$ cat src/rtl/nios_system_oci_dct_pkg.sv
// ---------------------------------------------------------------------------
// nios_system_oci_dct_pkg
//
// Shared definitions for the OCI direct-trace (DCT) producer path:
//   - buffer geometry (DCT_ENTRIES entries of CODE_W bits each)
//   - the 36-bit trace frame layout and its packed struct
//   - branch-direction code values written by the CPU trace tap
//
// Frame layout (MSB first):
//   [35]    ovf      one or more codes were dropped before this frame
//   [34]    partial  frame was flushed before the buffer filled
//   [33:30] count    number of valid entries in the buffer field
//   [29:0]  buffer   entry i at bits [2i+1:2i], unused entries zero
// ---------------------------------------------------------------------------
package nios_system_oci_dct_pkg;

  // Buffer geometry. The count field is 4 bits, so DCT_ENTRIES may not
  // exceed 15. CODE_W is fixed at 2.
  localparam int DCT_ENTRIES = 15;
  localparam int CODE_W      = 2;
  localparam int BUF_W       = CODE_W * DCT_ENTRIES;

  // Frame field positions inside the 36-bit tw_data word.
  localparam int FRAME_W     = 36;
  localparam int OVF_BIT     = 35;
  localparam int PARTIAL_BIT = 34;
  localparam int COUNT_MSB   = 33;
  localparam int COUNT_LSB   = 30;
  localparam int BUF_MSB     = 29;
  localparam int BUF_LSB     = 0;

  typedef struct packed {
    logic        ovf;
    logic        partial;
    logic [3:0]  count;
    logic [29:0] buffer;
  } frame_t;

  // Branch-direction codes. 2'b00 is never produced by the trace tap.
  localparam logic [CODE_W-1:0] NT  = 2'b01;
  localparam logic [CODE_W-1:0] TK  = 2'b10;
  localparam logic [CODE_W-1:0] IND = 2'b11;

  // Assemble a frame word from its fields.
  function automatic frame_t make_frame(input logic        ovf,
                                        input logic        partial,
                                        input logic [3:0]  count,
                                        input logic [29:0] buffer);
    frame_t f;
    f.ovf     = ovf;
    f.partial = partial;
    f.count   = count;
    f.buffer  = buffer;
    return f;
  endfunction

endpackage

$ cat src/rtl/nios_system_nios2_oci_dct_frame_reg.sv
// ---------------------------------------------------------------------------
// nios_system_nios2_oci_dct_frame_reg
//
// One-entry valid/ready output register for DCT trace frames.
//
// Ports:
//   clk        in   clock, rising edge
//   reset      in   synchronous active-high reset
//   load       in   capture load_data this edge (only when slot_free)
//   load_data  in   frame to capture
//   ready      in   downstream accepts the held frame
//   valid      out  register holds a frame
//   data       out  held frame; stable while valid && !ready
//   slot_free  out  register can accept a frame this cycle
// ---------------------------------------------------------------------------
module nios_system_nios2_oci_dct_frame_reg
  import nios_system_oci_dct_pkg::*;
(
  input  logic   clk,
  input  logic   reset,
  input  logic   load,
  input  frame_t load_data,
  input  logic   ready,
  output logic   valid,
  output frame_t data,
  output logic   slot_free
);

  // The slot is free when empty or when the held frame leaves this edge,
  // which lets a new frame be loaded back-to-back every cycle.
  assign slot_free = !valid || ready;

  // Valid flag: a load always wins, otherwise an accepted frame empties
  // the register and an unaccepted frame is held.
  always_ff @(posedge clk) begin
    if (reset) begin
      valid <= 1'b0;
    end else if (load) begin
      valid <= 1'b1;
    end else if (ready) begin
      valid <= 1'b0;
    end
  end

  // Frame payload only changes on a load, so it stays stable while the
  // downstream side is stalling. Reset clears it so tw_data reads zero.
  always_ff @(posedge clk) begin
    if (reset) begin
      data <= '0;
    end else if (load) begin
      data <= load_data;
    end
  end

endmodule

$ cat src/rtl/nios_system_nios2_oci_dct_packer.sv
// ---------------------------------------------------------------------------
// nios_system_nios2_oci_dct_packer
//
// Producer side of the OCI direct-trace buffer. Packs 2-bit branch
// direction codes into a DCT_ENTRIES-entry buffer and emits full or
// flushed buffers as 36-bit frames over a valid/ready handshake. The
// upstream trace tap cannot be stalled, so codes arriving with no space
// are dropped and reported through the frame ovf bit.
//
// Optional feature: define NIOS_SYSTEM_DCT_OVF_COUNT_EN to add the
// ovf_count port, an 8-bit saturating count of dropped codes.
//
// Ports:
//   clk             in   clock, rising edge
//   reset           in   synchronous active-high reset
//   dct_code        in   direction code, sampled when dct_valid
//   dct_valid       in   code-present strobe, one code per cycle
//   flush           in   single-cycle request to emit a partial frame
//   test_ending     in   level, acts as a continuous flush request
//   tw_ready        in   downstream accepts a frame
//   tw_valid        out  frame register occupied
//   tw_data         out  {ovf, partial, count[3:0], buffer[29:0]}
//   dct_buffer      out  live buffer, entry i at bits [2i+1:2i]
//   dct_count       out  live entry count
//   test_has_ended  out  sticky drain-complete indication
//   ovf_count       out  dropped-code count (optional feature only)
// ---------------------------------------------------------------------------
module nios_system_nios2_oci_dct_packer
  import nios_system_oci_dct_pkg::*;
#(
  // Entries in the buffer; legal range 1..15 because the count is 4 bits.
  parameter int ENTRIES = DCT_ENTRIES
) (
  input  logic                    clk,
  input  logic                    reset,
  input  logic [CODE_W-1:0]       dct_code,
  input  logic                    dct_valid,
  input  logic                    flush,
  input  logic                    test_ending,
  input  logic                    tw_ready,
  output logic                    tw_valid,
  output logic [FRAME_W-1:0]      tw_data,
  output logic [CODE_W*ENTRIES-1:0] dct_buffer,
  output logic [3:0]              dct_count,
  output logic                    test_has_ended
`ifdef NIOS_SYSTEM_DCT_OVF_COUNT_EN
  ,
  output logic [7:0]              ovf_count
`endif
);

  localparam int BW = CODE_W * ENTRIES;

  logic [BW-1:0] buf_q;
  logic [BW-1:0] buf_d;
  logic [3:0]    cnt_q;
  logic [3:0]    cnt_d;
  logic          ovf_q;
  logic          ovf_d;
  logic          flush_pend_q;
  logic          test_seen_q;
  logic          ended_q;

  logic          full;
  logic          slot_free;
  logic          xfer;
  logic          drop;
  frame_t        frame_in;
  frame_t        frame_out;

  assign full = (cnt_q == 4'(ENTRIES));

  // A frame leaves the buffer when it is full, or when a flush is pending
  // and there is something to send, provided the output slot can take it.
  assign xfer = (full || (flush_pend_q && (cnt_q != 4'd0))) && slot_free;

  // A code is lost only when the buffer is full and cannot be emptied into
  // the frame register this cycle.
  assign drop = dct_valid && full && !xfer;

  // Frame contents are taken straight from the live state. Unused entries
  // are already zero because the buffer is cleared on every transfer.
  always_comb begin
    frame_in = make_frame(ovf_q, !full, cnt_q, 30'(buf_q));
  end

  // Next buffer state. On a transfer the buffer restarts empty, and a code
  // arriving in that same cycle becomes entry 0 of the next frame so the
  // tap never loses a code at a frame boundary.
  always_comb begin
    buf_d = buf_q;
    cnt_d = cnt_q;
    ovf_d = ovf_q;
    if (xfer) begin
      buf_d = '0;
      cnt_d = 4'd0;
      ovf_d = 1'b0;
      if (dct_valid) begin
        buf_d[CODE_W-1:0] = dct_code;
        cnt_d             = 4'd1;
      end
    end else if (dct_valid) begin
      if (!full) begin
        buf_d[CODE_W*int'(cnt_q) +: CODE_W] = dct_code;
        cnt_d = cnt_q + 4'd1;
      end else begin
        ovf_d = 1'b1;
      end
    end
  end

  // Buffer, count and overflow flag registers.
  always_ff @(posedge clk) begin
    if (reset) begin
      buf_q <= '0;
      cnt_q <= 4'd0;
      ovf_q <= 1'b0;
    end else begin
      buf_q <= buf_d;
      cnt_q <= cnt_d;
      ovf_q <= ovf_d;
    end
  end

  // Pending flush. A new request wins over the clear from a transfer so a
  // flush arriving alongside a transfer still reaches the codes that
  // follow, and a held test_ending keeps draining whatever arrives.
  always_ff @(posedge clk) begin
    if (reset) begin
      flush_pend_q <= 1'b0;
    end else if (flush || test_ending) begin
      flush_pend_q <= 1'b1;
    end else if (xfer) begin
      flush_pend_q <= 1'b0;
    end
  end

  // Test-end tracking. Once test_ending has been seen, the test is over
  // when the buffer and frame register are both empty and no code is
  // arriving; both flags then hold until reset.
  always_ff @(posedge clk) begin
    if (reset) begin
      test_seen_q <= 1'b0;
      ended_q     <= 1'b0;
    end else begin
      if (test_ending) begin
        test_seen_q <= 1'b1;
      end
      if (test_seen_q && (cnt_q == 4'd0) && !tw_valid && !dct_valid) begin
        ended_q <= 1'b1;
      end
    end
  end

`ifdef NIOS_SYSTEM_DCT_OVF_COUNT_EN
  // Saturating count of dropped codes, cleared only by reset so software
  // can read the total loss over the whole run.
  always_ff @(posedge clk) begin
    if (reset) begin
      ovf_count <= 8'd0;
    end else if (drop && (ovf_count != 8'hFF)) begin
      ovf_count <= ovf_count + 8'd1;
    end
  end
`else
  logic unused_drop;
  assign unused_drop = drop;
`endif

  nios_system_nios2_oci_dct_frame_reg u_frame_reg (
    .clk       (clk),
    .reset     (reset),
    .load      (xfer),
    .load_data (frame_in),
    .ready     (tw_ready),
    .valid     (tw_valid),
    .data      (frame_out),
    .slot_free (slot_free)
  );

  assign tw_data        = frame_out;
  assign dct_buffer     = buf_q;
  assign dct_count      = cnt_q;
  assign test_has_ended = ended_q;

endmodule

$ cat config.mk
export PLATFORM = sky130hd
export DESIGN_NAME = nios_system_nios2_oci_dct_packer
export DESIGN_NICKNAME = d
export VERILOG_FILES = /design/src/rtl/nios_system_oci_dct_pkg.sv /design/src/rtl/nios_system_nios2_oci_dct_frame_reg.sv /design/src/rtl/nios_system_nios2_oci_dct_packer.sv
export SDC_FILE = /design/constraint.sdc
export NUM_CORES = 1
export LEC_CHECK = 0
export CAP_MARGIN = 40
export CORE_MARGIN = 3
export CORE_UTILIZATION = 51
export CTS_CLUSTER_DIAMETER = 100
export DETAILED_ROUTE_END_ITERATION = 7
export PLACE_DENSITY = 0.79
export SETUP_SLACK_MARGIN = 0.5
export SLEW_MARGIN = 20
export SYNTH_ARGS = -nofsm -noshare
export SYNTH_HDL_FRONTEND = slang
export SYNTH_SLANG_ARGS = --single-unit
$ cat constraint.sdc
create_clock -name clk -period 2.7 [get_ports clk]
set_input_delay 0.27 -clock clk [delete_from_list [all_inputs] [get_ports clk]]
set_output_delay 0.27 -clock clk [all_outputs]
set_load 0.02 [all_outputs]
# Word level (Yosys, flattened, before mapping)
# Cells that the tools add are included.
[classes]
addsub = 2
eq_ne = 2
n_shift = 2
mux = 13
bitwise_logic = 1
n_reduce_logical = 20
[ops]
columns = ["cell", "n"]
rows = [
  ["$neg A5 Y33", 1],
  ["$shift A2 B33 Y30 const A", 1],
  ["$shiftx A2 B33 Y30", 1],
  ["$bwmux W30", 1],
  ["$mux W4", 3],
  ["$mux W2", 4],
  ["$reduce_and A2 Y1", 3],
  ["$reduce_bool A2 Y1", 3],
  ["$logic_and A1 B1 Y1", 5],
  ["$mux W1", 5],
  ["$add A4 B1 Y4 const B", 1],
  ["$eq A4 B4 Y1 const B", 1],
  ["$logic_not A4 Y1", 1],
  ["$reduce_bool A4 Y1", 1],
  ["$logic_not A1 Y1", 3],
  ["$logic_or A1 B1 Y1", 3],
  ["$ne A2 B1 Y1 const B", 1],
  ["$reduce_or A2 Y1", 1],
  ["$not A1 Y1", 1],
]
[word_totals]
ff_bits = 75
output_inout_bits = 72

# Longest topological paths before layout
# Gate-level depths: netlist of run 1.
[depth]
depth_word = 6
ltp_mapped = 9
depth_no_buf = 6

# Hierarchy
# From an unflattened synthesis of run 1, not the netlist that was laid out.
[unflattened]
hier_cells = 379
area_unflattened_um2 = 3488.3
[modules_own_cells]
columns = ["module", "instances", "cells_each", "area_per_inst_um2", "seq_area_each_um2"]
rows = [
  ["nios_system_nios2_oci_dct_packer", 1, 259, 2147.1, 760.7],
  ["nios_system_nios2_oci_dct_frame_reg", 1, 120, 1341.3, 740.7],
]

# Least setup slack after synthesis of run 1
# OpenSTA, ideal clock, no wires.
[synth_path]
kind = "reg-to-reg"
start = "reg cnt_q[2], in the netlist dct_count[2]"
end = "reg buf_q[0], in the netlist dct_buffer[0]"
setup_time_ns = 0.091
arrival_time_ns = 2.080
path_slack_ns = 0.529
stages_incl_launch_ff = 9
n_path_buf = 2
cell_sequence = "dfxtp_1 > buf_2 > buf_1 > nor3_1 > ha_1 > nor4b_1 > and4b_1 > nor4_1 > a311oi_1"
[synth_between]
elab_chain_len = 6
word_cells_on_any_way = 15
cone_classes = "add/sub (1); eq/ne (2); shift (2); mux (4); reduce/logical (6)"
[synth_lines]
columns = ["element", "line_no", "source"]
rows = [
  ["start: declaration", "nios_system_nios2_oci_dct_packer.sv:56", "logic [3:0] cnt_q;"],
  ["start signal: assignment", "nios_system_nios2_oci_dct_packer.sv:120", "cnt_q <= cnt_d;"],
  ["$neg A5 Y33 / $reduce_bool A4 Y1 (equally long branches)", "nios_system_nios2_oci_dct_packer.sv:104, nios_system_nios2_oci_dct_packer.sv:75", ""],
  ["$shiftx A2 B33 Y30, or another cell as far along", "nios_system_nios2_oci_dct_packer.sv:104", "buf_d[CODE_W*int'(cnt_q) +: CODE_W] = dct_code;"],
  ["$bwmux W30 / $logic_or A1 B1 Y1 (equally long branches)", "nios_system_nios2_oci_dct_packer.sv:104, nios_system_nios2_oci_dct_packer.sv:75", ""],
  ["$mux W2 / $logic_and A1 B1 Y1 (equally long branches)", "nios_system_nios2_oci_dct_packer.sv:103, nios_system_nios2_oci_dct_packer.sv:75", ""],
  ["$mux W2, or another cell as far along", "nios_system_nios2_oci_dct_packer.sv:102", "end else if (dct_valid) begin"],
  ["$mux W2 / $reduce_and A2 Y1 (equally long branches)", "n/a", ""],
  ["end signal: assignment", "nios_system_nios2_oci_dct_packer.sv:119", "buf_q <= buf_d;"],
  ["end: declaration", "nios_system_nios2_oci_dct_packer.sv:54", "logic [BW-1:0] buf_q;"],
]
# Several ways; a longest one is shown, not always the timed one. The select of a mux whose other input is x is not followed.
# A chain may end at the register's enable or synchronous reset.

# Worst setup path in the final report of run 1
[layout_path]
start = "reg cnt_q[1], in the netlist dct_count[1]"
end = "reg cnt_q[2], in the netlist dct_count[2]"
[layout_between]
elab_chain_len = 6
word_cells_on_any_way = 12
cone_classes = "add/sub (1); eq/ne (2); mux (3); reduce/logical (6)"
[layout_lines]
columns = ["element"]
rows = [
  ["branches (longest 6 deep; another with $add A4 B1 Y4)"],
]
# Parallel ways; which one is timed is not known. The select of a mux whose other input is x is not followed.

==> impl_metrics.yaml, run 1 <==
run_status:
  outcome: "completed"
drt:
  first_pass_iters: 4
  wirelength_microns: 10300
  drt_iter0_markers: 286
  drc_errors: 0
  vias: 3412
  viasPerCell: 6.06
  route.antenna.remaining_nets: 0
  wl_per_cell_microns: 18.4
clock_network:
  ctsHoldBuffers: 0
  cts.sinks: 75
  cts_made_buffers: 9
  clk_path_buf_depth: 2
  worstSkewPairLatency_ns: 0.36
  cts_tree: "done"
  htreeDepth: 3
  root_buffer: "clkbuf_8"
  cts.reportedPaths.clkPinSlew_ns: 0.08
synth:
  synthFlopType: "dfxtp_1"
  seq_area_frac_synth: 0.411
  synth_area_leader_cell: "dfxtp_1"
  syn-num-nets: 451
  synthTopCellsByArea: "dfxtp_1 41%, a21oi_1 8.8%, buf_4 7.0%"
  synth_area_sq_um: 3650
  synthCells: 437
  yosysUniqueCellTypes: 45
  yosys_warnings: 0
  netlist.area_leader.share: 0.411
  synthArstFlopShare: 0
  synth_edf_count: 0
  ys_ff_latch: 75
  avgSynthCellArea_sq_um: 8.35
placed_design:
  dp_cells: 547
  dp_slack_ns: 0.422
  place_congestion: 0.938
  placed_area_sq_um: 4190
  hpwl_microns: 6800
  port_buffers: 79
global_routing:
  antenna_found_initial: 0
  grt_usage: 0.241
  grt_first_pass_wirelength_microns: 15900
  grt_pass1_vias: 3111
  grt_remaining_overflow: 0
  grt_max_degree: 45
timing:
  rsz0062_at_grt: "no"
  final.setup.worst_slack_ns: 0.637
  holdWs_ns: 0.463
  slew_violations: 0
  tightest_slew_ns: 0.637
  period_share: 0.764
  tns_ns: 0
  max_freq_mhz: 485
  min_period_ns: 2.06
  setup_viol: 0
  skew_ns: 0.00708
  relSlewSlack: 0.574
  hold_violations: 0
critical_path:
  cp-end-kind: "register"
  startpoint: "dct_count[1]$_SDFFE_PP0P_"
  worstPathArrival_ns: 2.35
  crit_path_end: "dct_count[2]$_SDFFE_PP0P_"
  cp_max_fo: 32
  rrSetupSlack_ns: 0.64
  path_class: "reg2reg"
  worstPathRequired_ns: 2.99
  start_kind: "register"
  reg2reg_from: "dct_count[1]$_SDFFE_PP0P_"
  r2r_end: "dct_count[2]$_SDFFE_PP0P_"
  r2r_cells: 6
floorplan:
  chipHeight_microns: 90.6
  io_pins: 80
  start_util: 0.531
  die-width_microns: 90.6
  rows: 30
  core_area_sq_um: 6870
  die_area_sq_um: 8210
hold_path:
  hold_class: "reg2reg"
cells_and_area:
  nets: 477
  fillCellCount: 600
  finalNonFillerCells: 563
  n_antenna_cell: 0
  drive_above_1_share: 0.103
  stdcell_area_sq_um: 4450
  fin_util: 0.648
  syn_to_final_growth_pct: 21.9
pwr:
  total_power_mw: 2.30
  p_leak_nw: 1.41
  powerDensity_nw_per_um2: 516
  peakVddDrop_mv: 0.303
flow_run:
  drv_cap: 0
-- cells in the mapped netlist, types with 3 or more instances --
cell / count
inv_1: 6
nor2_1: 11
buf_1: 4
buf_4: 34
and3_1: 4
clkbuf_1: 32
a311oi_1: 3
nand2_1: 6
o31ai_1: 30
a31oi_1: 3
a21oi_1: 64
buf_2: 3
nor2b_1: 4
nand3_1: 37
buf_6: 6
nor3_1: 9
dfxtp_1: 75
ha_1: 6
nand2b_1: 5
nand4_1: 29
o21ai_0: 35
-- flip-flops by register name, summed over array words and instances, names as in the netlist --
name	count
dct_buffer	30
u_frame_reg.data	36
dct_count	4
test_seen_q	1
test_has_ended	1
ovf_q	1
flush_pend_q	1
u_frame_reg.valid	1
-- where the power goes --
group / leakage [nW] / switching (mW) / internal (mW) / total, mW
sequential: 0.607 / 0.0167 / 1.12 / 1.14
combinational: 0.704 / 0.196 / 0.0993 / 0.295
clock: 0.102 / 0.421 / 0.444 / 0.865
total: 1.41 / 0.633 / 1.66 / 2.30
-- cells by family (layout without fill, tap and decap cells) --
kind of cell             after synthesis  count (layout)  synth area share
buffers and inverters                 85             114             0.136
XOR/XNOR                               1               1           0.00240
adder cells (fa/ha/maj)                6               6            0.0206
flip-flops                            75              75             0.411
AO/OA/AOI/OAI                        147             148             0.239
multiplexers                           1               1           0.00274
AND/OR/NAND/NOR                      122             122             0.189
-- how the worst min path moves through the flow --
stage / startpoint / end / slack [ns] / cells after the start
2_1_floorplan: test_ending / test_seen_q$_SDFFE_PP0P_ / 0.39 / 2
3_3_place_gp: u_frame_reg.data[21]$_SDFFE_PP0P_ / u_frame_reg.data[21]$_SDFFE_PP0P_ / 0.45 / 2
3_5_place_dp: u_frame_reg.data[29]$_SDFFE_PP0P_ / u_frame_reg.data[29]$_SDFFE_PP0P_ / 0.46 / 2
4_1_cts: u_frame_reg.data[29]$_SDFFE_PP0P_ / u_frame_reg.data[29]$_SDFFE_PP0P_ / 0.47 / 2
5_1_grt: u_frame_reg.data[29]$_SDFFE_PP0P_ / u_frame_reg.data[29]$_SDFFE_PP0P_ / 0.49 / 2
6_report: u_frame_reg.data[29]$_SDFFE_PP0P_ / u_frame_reg.data[29]$_SDFFE_PP0P_ / 0.46 / 2
-- area by class of cell --
| cell class | instances | area, sq um | share of cell area |
|---|---|---|---|
| multi-input combinational | 278 | 1720 | 0.385 |
| sequential | 75 | 1510 | 0.338 |
| timing repair buffer | 93 | 896 | 0.201 |
| clock buffer | 10 | 138 | 0.0309 |
| tap | 96 | 120 | 0.0270 |
| clock inverter | 5 | 53.8 | 0.0121 |
| inverter | 6 | 22.5 | 0.00506 |
-- per-layer routing --
layer  vias to the layer above  part of all wire  global-route usage
li1                       1634                 -                   -
met4                         0             0.019              0.0855
met2                       142              0.48               0.391
met3                        22             0.059              0.0508
met1                      1614              0.44               0.317
met5                         -                 0                   0
-- what timing repair did --
| item | CTS | global route |
|---|---|---|
| buffers inserted | 0 | 0 |
| gates resized for setup | 1 | 14 |
| pin swaps | 0 | 2 |
| endpoints found under the setup margin | 2 | 40 |
| cloned | 0 | 1 |
-- cell usage in the layout, fill, tap and decap left out, types with 5 or more instances in the layout --
cell type | synthesis | final
a21oi_1 | 64 | 64
buf_4 | 34 | 14
clkbuf_8 | 0 | 10
clkdlybuf4s50_1 | 0 | 79
dfxtp_1 | 75 | 72
inv_1 | 6 | 6
nand2_1 | 6 | 5
nand3_1 | 37 | 37
nand4_1 | 29 | 29
nor2_1 | 11 | 11
nor3_1 | 9 | 8
o21ai_0 | 35 | 35
o31ai_1 | 30 | 29
-- worst max-delay path, stage by stage (launching register included) --
cell	delay, ns
dfxtp_2	0.39
ha_1	0.24
and2_4	0.21
o211a_4	0.33
or3_1	0.37
buf_4	0.25
nor3_1	0.20
Note: power is estimated with default switching activity, not from simulation.
==> run 2, diff against run 1 <==
--- a/config.mk
+++ b/config.mk
@@ -7,10 +7,10 @@
 export LEC_CHECK = 0
 export CAP_MARGIN = 40
 export CORE_MARGIN = 3
-export CORE_UTILIZATION = 51
+export CORE_UTILIZATION = 46
 export CTS_CLUSTER_DIAMETER = 100
 export DETAILED_ROUTE_END_ITERATION = 7
-export PLACE_DENSITY = 0.79
+export PLACE_DENSITY = 0.76
 export SETUP_SLACK_MARGIN = 0.5
 export SLEW_MARGIN = 20
 export SYNTH_ARGS = -nofsm -noshare
==> constraint.sdc (replaced) <==
create_clock -name clk -period 1.82 [get_ports clk]
set_input_delay 0.182 -clock clk [delete_from_list [all_inputs] [get_ports clk]]
set_output_delay 0.182 -clock clk [all_outputs]
set_load 0.02 [all_outputs]
==> impl_metrics.yaml, run 2 (same netlist as run 1, synthesis figures left out) <==
run_status:
  outcome: "finished with violations"
  violations: "negative setup slack"
timing:
  hold_violations: 0
  tns_ns: -0.264
  max_freq_mhz: 536
  slew_violations: 0
  relSlewSlack: 0.685
  setup_viol: 20
  min_period_ns: 1.86
  tightest_slew_ns: 0.469
  holdWs_ns: 0.460
  skew_ns: 0.0124
  rsz0062_at_grt: "yes"
  final.setup.worst_slack_ns: -0.0446
  period_share: 1.02
pwr:
  switching_share: 0.284
  clock_power_share: 0.356
  powerDensity_nw_per_um2: 697
  peakVddDrop_mv: 0.398
  power_switching_mw: 1.01
  combPwrFrac: 0.174
  seqPwrFrac: 0.471
  intPower_mw: 2.56
  total_power_mw: 3.57
  p_leak_nw: 2.08
floorplan:
  chipHeight_microns: 95.1
  die-width_microns: 95.1
  die_area_sq_um: 9040
  core_area_sq_um: 7490
  start_util: 0.488
  io_pins: 80
  rows: 31
critical_path:
  cp_max_fo: 7
  rrSetupSlack_ns: -0.04
  start_kind: "register"
  cp-end-kind: "register"
  critical_path.slowest_cell: "or3_4"
  cp_top_family: "simple AND/OR/NAND/NOR gates"
  slowest_delay_ns: 0.50
  crit_path_cell_trace: "ha_2 -> and2_4 -> o211a_4 -> or3_4 -> clkbuf_16 -> a21oi_2"
  worstPathArrival_ns: 2.14
  worstPathRequired_ns: 2.10
  path_class: "reg2reg"
  worst-path-buf-inv: 1
cells_and_area:
  final_cell_mix: "72 x dfxtp_1, 65 x dlygate4sd2_1, 49 x buf_4"
  fillCellCount: 616
  final_common_cell: "dfxtp_1"
  finalNonFillerCells: 618
  regArea_sq_um: 1510
  n_antenna_cell: 0
  largest_reg_flops: 36
  largest_register: "u_frame_reg.data"
  multi_input_comb_area_sq_um: 1940
  drive_above_1_share: 0.289
  syn_to_final_growth_pct: 40.5
  nets: 528
clock_network:
  ctsHoldBuffers: 0
  root_buffer: "clkbuf_8"
  cts.sinks: 75
  cts_tree: "done"
  clk_path_buf_depth: 2
  worstSkewPairLatency_ns: 0.35
  cts.reportedPaths.clkPinSlew_ns: 0.08
  cts_made_buffers: 9
  htreeDepth: 3
hold_path:
  hold_class: "reg2reg"
placed_design:
  dp_slack_ns: -0.0479
  hpwl_microns: 7710
  port_buffers: 79
  dp_cells: 592
  place_congestion: 0.956
drt:
  wl_per_cell_microns: 18.5
  vias: 3744
  route.antenna.remaining_nets: 0
  drc_errors: 0
  viasPerCell: 6.06
  drt_iter0_markers: 326
  first_pass_iters: 5
  wirelength_microns: 11400
global_routing:
  grt_remaining_overflow: 0
  grt_max_degree: 44
  grt_pass1_vias: 3535
  grt_first_pass_wirelength_microns: 17700
  antenna_found_initial: 0
  grt_usage: 0.248
flow_run:
  drv_cap: 0
-- run 2: cell types whose count changed in the layout (fill, tap and decap cells not counted), moves of 8 or more --
cell,delta
clkdlybuf4s50_1,-72
dlygate4sd2_1,+65
buf_12,+8
a21oi_1,-28
o31ai_1,-9
a21oi_2,+28
buf_4,+35
-- run 2: metrics by stage --
stage / cell area, sq um / util
after floorplan: 3750 / -
final: 5130 / 0.685
after detailed placement: 4630 / 0.619
after global routing: 5130 / 0.685
after CTS: 4880 / 0.652
after global placement: 4630 / 0.619
-- run 2: what timing repair did --
item | CTS | global route
cloned | 1 | 3
pin swaps | 4 | 5
resized for setup | 115 | 49
buffers inserted | 5 | 1
endpoints found under the setup margin | 145 | 77
-- run 2: area by class of cell --
type	count	area share
multi-input combinational	277	0.378
timing repair buffer	145	0.262
inverter	6	0.00439
tap	99	0.0242
clock inverter	6	0.0122
clock buffer	10	0.0249
sequential	75	0.295
-- run 2: layer usage --
| metal | routed length [microns] | global-route usage | vias to the layer above |
|---|---|---|---|
| met4 | 295 | 0.0998 | 0 |
| met2 | 5630 | 0.412 | 176 |
| met1 | 4700 | 0.311 | 1818 |
| met5 | 0 | 0 | - |
| li1 | - | - | 1728 |
| met3 | 782 | 0.0537 | 22 |
-- run 2: worst paths after layout --
path                                          start                           endpoint  cells after the start
hold / removal    u_frame_reg.data[29]$_SDFFE_PP0P_  u_frame_reg.data[29]$_SDFFE_PP0P_                      2
setup / recovery          dct_count[0]$_SDFFE_PP0P_         dct_buffer[6]$_SDFFE_PP0P_                      6
setup reg to reg          dct_count[0]$_SDFFE_PP0P_         dct_buffer[6]$_SDFFE_PP0P_                      6
hold reg to reg   u_frame_reg.data[29]$_SDFFE_PP0P_  u_frame_reg.data[29]$_SDFFE_PP0P_                      2
-- run 2: worst min-delay path: stages, from the launching register on --
cell and delay (ns):
dfxtp_1 0.31, nand3_1 0.06, a21oi_1 0.05
-- run 2: power groups by stage --
stage	combinational (mW)	clock [mW]	sequential (mW)
6_report	0.620	1.27	1.68
5_1_grt	0.658	1.36	1.68
2_1_floorplan	0.305	0	1.72
4_1_cts	0.556	1.28	1.68
3_5_place_dp	0.521	0	1.72
3_3_place_gp	0.513	0	1.72
==> run 3, diff against run 2 <==
==> constraint.sdc (replaced) <==
create_clock -name clk -period 1.7 [get_ports clk]
set_input_delay 0.17 -clock clk [delete_from_list [all_inputs] [get_ports clk]]
set_output_delay 0.17 -clock clk [all_outputs]
set_load 0.02 [all_outputs]
==> impl_metrics.yaml, run 3 (same netlist as run 1, synthesis figures left out) <==
run_status:
  outcome: "finished with violations"
  violations: "negative setup slack"
cells_and_area:
  syn_to_final_growth_pct: 56.1
  drive_above_1_share: 0.536
  finalNonFillerCells: 638
  multi_input_comb_area_sq_um: 2280
  final_cell_mix: "64 x dfxtp_1, 54 x buf_4, 39 x a21oi_1"
  largest_reg_flops: 36
  nets: 548
  final_common_cell: "dfxtp_1"
  regArea_sq_um: 1520
  fillCellCount: 459
  largest_register: "u_frame_reg.data"
  n_antenna_cell: 0
  stdcell_area_sq_um: 5700
drt:
  wirelength_microns: 15100
  wl_per_cell_microns: 23.6
  first_pass_iters: 6
  vias: 4225
  viasPerCell: 6.62
  drt_iter0_markers: 747
  drc_errors: 0
  route.antenna.remaining_nets: 0
timing:
  skew_ns: 0.0150
  tightest_slew_ns: 0.621
  period_share: 1.11
  rsz0062_at_grt: "yes"
  min_period_ns: 1.88
  relSlewSlack: 0.586
  max_freq_mhz: 532
  hold_violations: 0
  final.setup.worst_slack_ns: -0.181
  slew_violations: 0
  setup_viol: 59
critical_path:
  start_kind: "register"
  cp-end-kind: "register"
  worstPathArrival_ns: 2.13
  crit_path_cell_trace: "inv_2 -> ha_4 -> or2_2 -> o21a_2 -> buf_12 -> o31ai_1 -> a21oi_1"
  r2r_cells: 7
  slowest_delay_ns: 0.42
  cp_max_fo: 8
  critical_path.slowest_cell: "dfxtp_4"
  path_class: "reg2reg"
  worstPathRequired_ns: 1.95
placed_design:
  dp_cells: 594
  placed_area_sq_um: 4640
  hpwl_microns: 7580
  port_buffers: 79
  dp_slack_ns: -0.166
  place_congestion: 0.972
pwr:
  total_power_mw: 3.94
  powerDensity_nw_per_um2: 691
  peakVddDrop_mv: 0.422
  p_leak_nw: 2.08
floorplan:
  chipHeight_microns: 95.1
  core_area_sq_um: 7490
  die-width_microns: 95.1
  rows: 31
  start_util: 0.488
  io_pins: 80
  die_area_sq_um: 9040
clock_network:
  root_buffer: "clkbuf_8"
  clk_path_buf_depth: 2
  ctsHoldBuffers: 0
  cts.sinks: 75
  htreeDepth: 3
  cts.reportedPaths.clkPinSlew_ns: 0.08
  cts_made_buffers: 9
  worstSkewPairLatency_ns: 0.37
  cts_tree: "done"
flow_run:
  drv_cap: 0
global_routing:
  grt_remaining_overflow: 0
  grt_usage: 0.293
  grt_first_pass_wirelength_microns: 20100
  grt_max_degree: 44
  antenna_found_initial: 0
  grt_pass1_vias: 3816
hold_path:
  whs_path_depth: 3
  hold_class: "in2reg"
run 3: cell types whose count changed in the layout (fill, tap and decap cells not counted), moves of 6 or more:
| cell | change |
|---|---|
| o31ai_4 | +8 |
| nand3_1 | -21 |
| clkdlybuf4s15_2 | +11 |
| dfxtp_1 | -8 |
| dfxtp_2 | +7 |
| o31ai_1 | -12 |
| buf_2 | +20 |
| buf_16 | +6 |
| clkbuf_2 | +29 |
| nand3_2 | +19 |
| dlygate4sd2_1 | -65 |
| buf_6 | +6 |
run 3: worst paths after layout:
check                                   startpoint                               end  slack (ns)
setup / recovery         dct_count[0]$_SDFFE_PP0P_        dct_buffer[2]$_SDFFE_PP0P_       -0.18
hold / removal                         test_ending          test_seen_q$_SDFFE_PP0P_        0.43
setup reg to reg         dct_count[0]$_SDFFE_PP0P_        dct_buffer[2]$_SDFFE_PP0P_       -0.18
hold reg to reg   u_frame_reg.data[8]$_SDFFE_PP0P_  u_frame_reg.data[8]$_SDFFE_PP0P_        0.47
run 3: where the power goes:
part | internal [mW] | switching, mW | leakage, nW
Sequential | 1.78 | 0.0307 | 0.612
Combinational | 0.346 | 0.484 | 1.38
Clock | 0.573 | 0.726 | 0.0820
Total | 2.69 | 1.24 | 2.08
run 3: area by class of cell:
type / count / share of cell area
well taps: 99 / 0.0217
flip-flops and latches: 75 / 0.267
clock buffers: 11 / 0.0248
multi-input cells: 277 / 0.400
repair buffers: 165 / 0.276
clock inverters: 5 / 0.00637
inverters: 6 / 0.00395
run 3: metal layers:
metal / global-route usage / share of wire / vias up
met5: 0 / 0 / -
met4: 0.192 / 0.068 / 0
met3: 0.0592 / 0.098 / 81
met2: 0.471 / 0.48 / 324
met1: 0.353 / 0.36 / 2037
li1: - / - / 1783
run 3: worst max-delay path: cells and delay by family, from the launching register on:
family	cells	cell delay (ns)
buf+inv	2	0.22
fa+ha+maj	1	0.19
simple gates	1	0.29
flops	1	0.42
compound gates	3	0.63
run 3: metrics by stage:
| stage | TNS [ns] | utilization | hold slack, ns |
|---|---|---|---|
| final | -5.03 | 0.761 | 0.433 |
| after global placement | -2.42 | 0.620 | 0.450 |
| after floorplan | -4.60 | - | 0.286 |
| after CTS | -0.932 | 0.728 | 0.433 |
| after global routing | -7.04 | 0.761 | 0.450 |
| after detailed placement | -3.18 | 0.620 | 0.457 |
run 3: what timing repair did:
item                                    CTS  global route
buffers inserted                          8             8
pin swaps                                41            25
endpoints found under the hold margin     0             0
endpoints found under the setup margin  146           130
cloned                                    9             3
gates resized for setup                 264           146
==> RTL change 1, RTL diff (flow settings as in run 3) <==
`buf_q` no longer has a reset.
--- a/src/rtl/nios_system_nios2_oci_dct_packer.sv
+++ b/src/rtl/nios_system_nios2_oci_dct_packer.sv
@@ -113,12 +113,14 @@
   always_ff @(posedge clk) begin
     if (reset) begin
-      buf_q <= '0;
       cnt_q <= 4'd0;
       ovf_q <= 1'b0;
     end else begin
-      buf_q <= buf_d;
       cnt_q <= cnt_d;
       ovf_q <= ovf_d;
     end
+  end
+
+  always_ff @(posedge clk) begin
+    buf_q <= buf_d;
   end
 
Function: changed (a bounded check fails within 4 cycles, from zero or initial values and one cycle with reset high).
==> RTL change 1 against run 3 <==
The run still ends with setup timing left. Cell area fell by 13%. Utilization fell by 4.1 points. Synthesized area fell by 8.7%. Power rose by 1.5%. Worst setup slack improved by 0.12 ns. Wire length fell by 31%. Sequential cell count did not move. Die area fell by 8.2%.
==> RTL change 1: results (changes against run 3) <==
metric,value,unit,change
area of the multi-input gates,1790,um2,-21%
post-synth cell types,39,,-13%
1st-iter DRT viols,207,,-72%
Vias per Instance,5.38,,-19%
Total GRT Usage,24.4,%,-4.8 points
Synth Net Count,408,,-9.5%
clk_skew,0.00891,ns,-0.00608 ns
Synth Instances,394,,-9.8%
Clock Power Share,39.0,%,+6.0 points
"crit path setup slack, layout",-0.0601,ns,+0.121 ns
number of global-route vias before repair,3168,,-17%
post-CTS setup buffers,15,,+7
#MultiIn Comb,260,,-6.1%
Fin Hold WS,0.281,ns,-0.152 ns
leakage power,1.95,nW,-6.1%
failing checks,setup timing,,
VDD IR max,0.608,mV,+44%
grt met2 use,43.4,%,-3.6 points
CP endpoint,dct_buffer[26],,
nets@finish,501,,-8.6%
NetSw,0.00105,W,-15%
Filler Cell Count,490,,+6.8%
synth top area cells,"dfxtp_1 (44%), nand2_1 (10%), buf_4 (8.3%), mux2i_1 (6.3%), a21oi_1 (6.0%)",,
R2R cell count,8,,+1
dpl hpwl,5.78,mm,-24%
DRT met1 WL,4.15,mm,-23%
Critical Path AT,2.01,ns,-0.12 ns
HP Start,reset,,
Final setup viols,18,,-69%
outcome,"complete, but fails checks",,
global-route wire length before repair,16.1,mm,-20%
WL/cell,17.7,um,-25%
Worst-Margin Slew,0.547,ns,-0.0742 ns
met3 Resource Use GR,5.14,%,-0.78 points
fraction of area in non-clock buffers,25.4,%,-2.2 points
critical-path maximum fanout,5,,-3
Non-clk bufs,137,,-17%
most common cell in the synthesized netlist,nand2_1,,
RTL change 1: cell types whose count changed after synthesis, moves of 23 or more:
cell,run 3,this run
nand2_1,6,92
o31ai_1,30,0
nand4_1,29,2
clkbuf_1,32,6
a21oi_1,64,40
o21ai_0,35,12
RTL change 1: per-stage QoR:
step / setup WS (ns) / setup TNS, ns / total power, W
after floorplan: -0.0594 / -0.379 / 0.00212
after global placement: -0.0377 / -0.730 / 0.00224
after detailed placement: -0.0959 / -2.87 / 0.00225
after CTS: -0.00455 / -0.00909 / 0.00390
after global routing: -0.122 / -2.50 / 0.00411
final: -0.0601 / -0.470 / 0.00400
RTL change 1: cell families after synthesis:
logic type	synth area share, %
simple gates	22.8
compound gates	10.5
fa+ha+maj	2.25
flops	45.7
buf+inv	11.8
mux	6.99
RTL change 1: worst max-delay path, delay by kind of cell, from the launching register on:
kind,cells,cell delay [ns]
buffers and inverters,1,0.14
AND/OR/NAND/NOR,5,0.67
flip-flops,1,0.38
adder cells (fa/ha/maj),1,0.26
multiplexers,1,0.21
==> RTL change 2, RTL diff (flow settings as in run 3) <==
Made on the original files. Build with the macro `NIOS_SYSTEM_DCT_OVF_COUNT_EN` defined.
--- a/src/rtl/nios_system_nios2_oci_dct_packer.sv
+++ b/src/rtl/nios_system_nios2_oci_dct_packer.sv
@@ -26,4 +26,6 @@
 //   ovf_count       out  dropped-code count (optional feature only)
 // ---------------------------------------------------------------------------
+`define NIOS_SYSTEM_DCT_OVF_COUNT_EN
+
 module nios_system_nios2_oci_dct_packer
   import nios_system_oci_dct_pkg::*;
Check against the original RTL (old outputs only; new: ovf_count): equivalent (Yosys induction, for registers that start in step).
==> RTL change 2 against run 3 <==
The flow still finishes with violations (setup timing). Power up 1.4%. Via count down 16%. Sequential cell count grew 8. Combinational power is 18% lower. Worst setup slack better by 0.063 ns. Wire length is 24% lower. First-iteration DRC count down 80%. Sequential share of layout area grew 2.8 points. Cell area increased by 0.35%. Synthesized area increased by 1.7%. Non-clock buffer count did not move. Critical endpoint is now dct_buffer[21].
==> RTL change 2: results (changes against run 3) <==
metric,value,unit,change
Inverters,7,,+1
multi-input gate share of total cell area,40.5,%,+0.56 points
"crit path setup slack, layout",-0.119,ns,+0.0626 ns
post-CTS sizing,259,,-1.9%
Fin Hold WS,0.209,ns,-0.223 ns
grt met2 use,37.3,%,-9.8 points
worst slack at placement,-0.173,ns,-0.00706 ns
leakage power,2.41,nW,+16%
largest net degree at the start of global routing,31,,-30%
synth top area cells,"dfxtp_1 (45%), nand2_1 (9.3%), buf_4 (7.1%), mux2i_1 (6.2%), a21oi_1 (5.9%)",,
"slowest stage delay, CP",0.38,ns,-0.04 ns
outcome,"complete, but fails checks",,
post-synthesis mux area share,6.51,%,+6.2 points
1st-iter DRT viols,153,,-80%
failing checks,setup timing,,
Critical R2R Capture,dct_buffer[21],,
Critical Path AT,2.07,ns,-0.06 ns
total power,0.00399,W,+1.4%
post-CTS setup buffers,11,,+3
Total GRT Usage,22.8,%,-6.5 points
Setup TNS,-2.90,ns,+2.14 ns
Final setup viols,58,,-1.7%
Worst Hold Depth,4,,+1
critical-path maximum fanout,5,,-3
Post-Route Utilization,73.6,%,-2.5 points
area taken by flip-flops and latches,1690,um2,+11%
VDD IR max,0.458,mV,+8.6%
==> RTL change 2: changes by cell type after synthesis, sizes merged, moves of 8 or more <==
cell,run 3,this run
nand2,6,92
o21ai,36,1
nor2,11,45
o31ai,30,1
mux2i,1,23
a21oi,65,44
nand4,29,8
clkbuf,32,14
nand3,37,21
dfxtp,75,83
==> RTL change 2: how the worst max path moves through the flow <==
stage                            start             end  slack (ns)
after global routing      dct_count[0]  dct_buffer[16]       -0.20
after global placement    dct_count[2]   dct_buffer[5]       -0.16
after CTS                 dct_count[2]  dct_buffer[21]       -0.08
after floorplan           dct_count[0]  dct_buffer[20]       -0.34
final                     dct_count[1]  dct_buffer[21]       -0.12
after detailed placement  dct_count[0]  dct_buffer[17]       -0.17
==> RTL change 2: worst reg2reg max path, delay by kind of cell, from the launching register on <==
kind                     cells  cell delay [ns]
adder cells (fa/ha/maj)      1             0.27
AO/OA/AOI/OAI                1             0.31
AND/OR/NAND/NOR              3             0.55
flip-flops                   1             0.38
multiplexers                 1             0.21
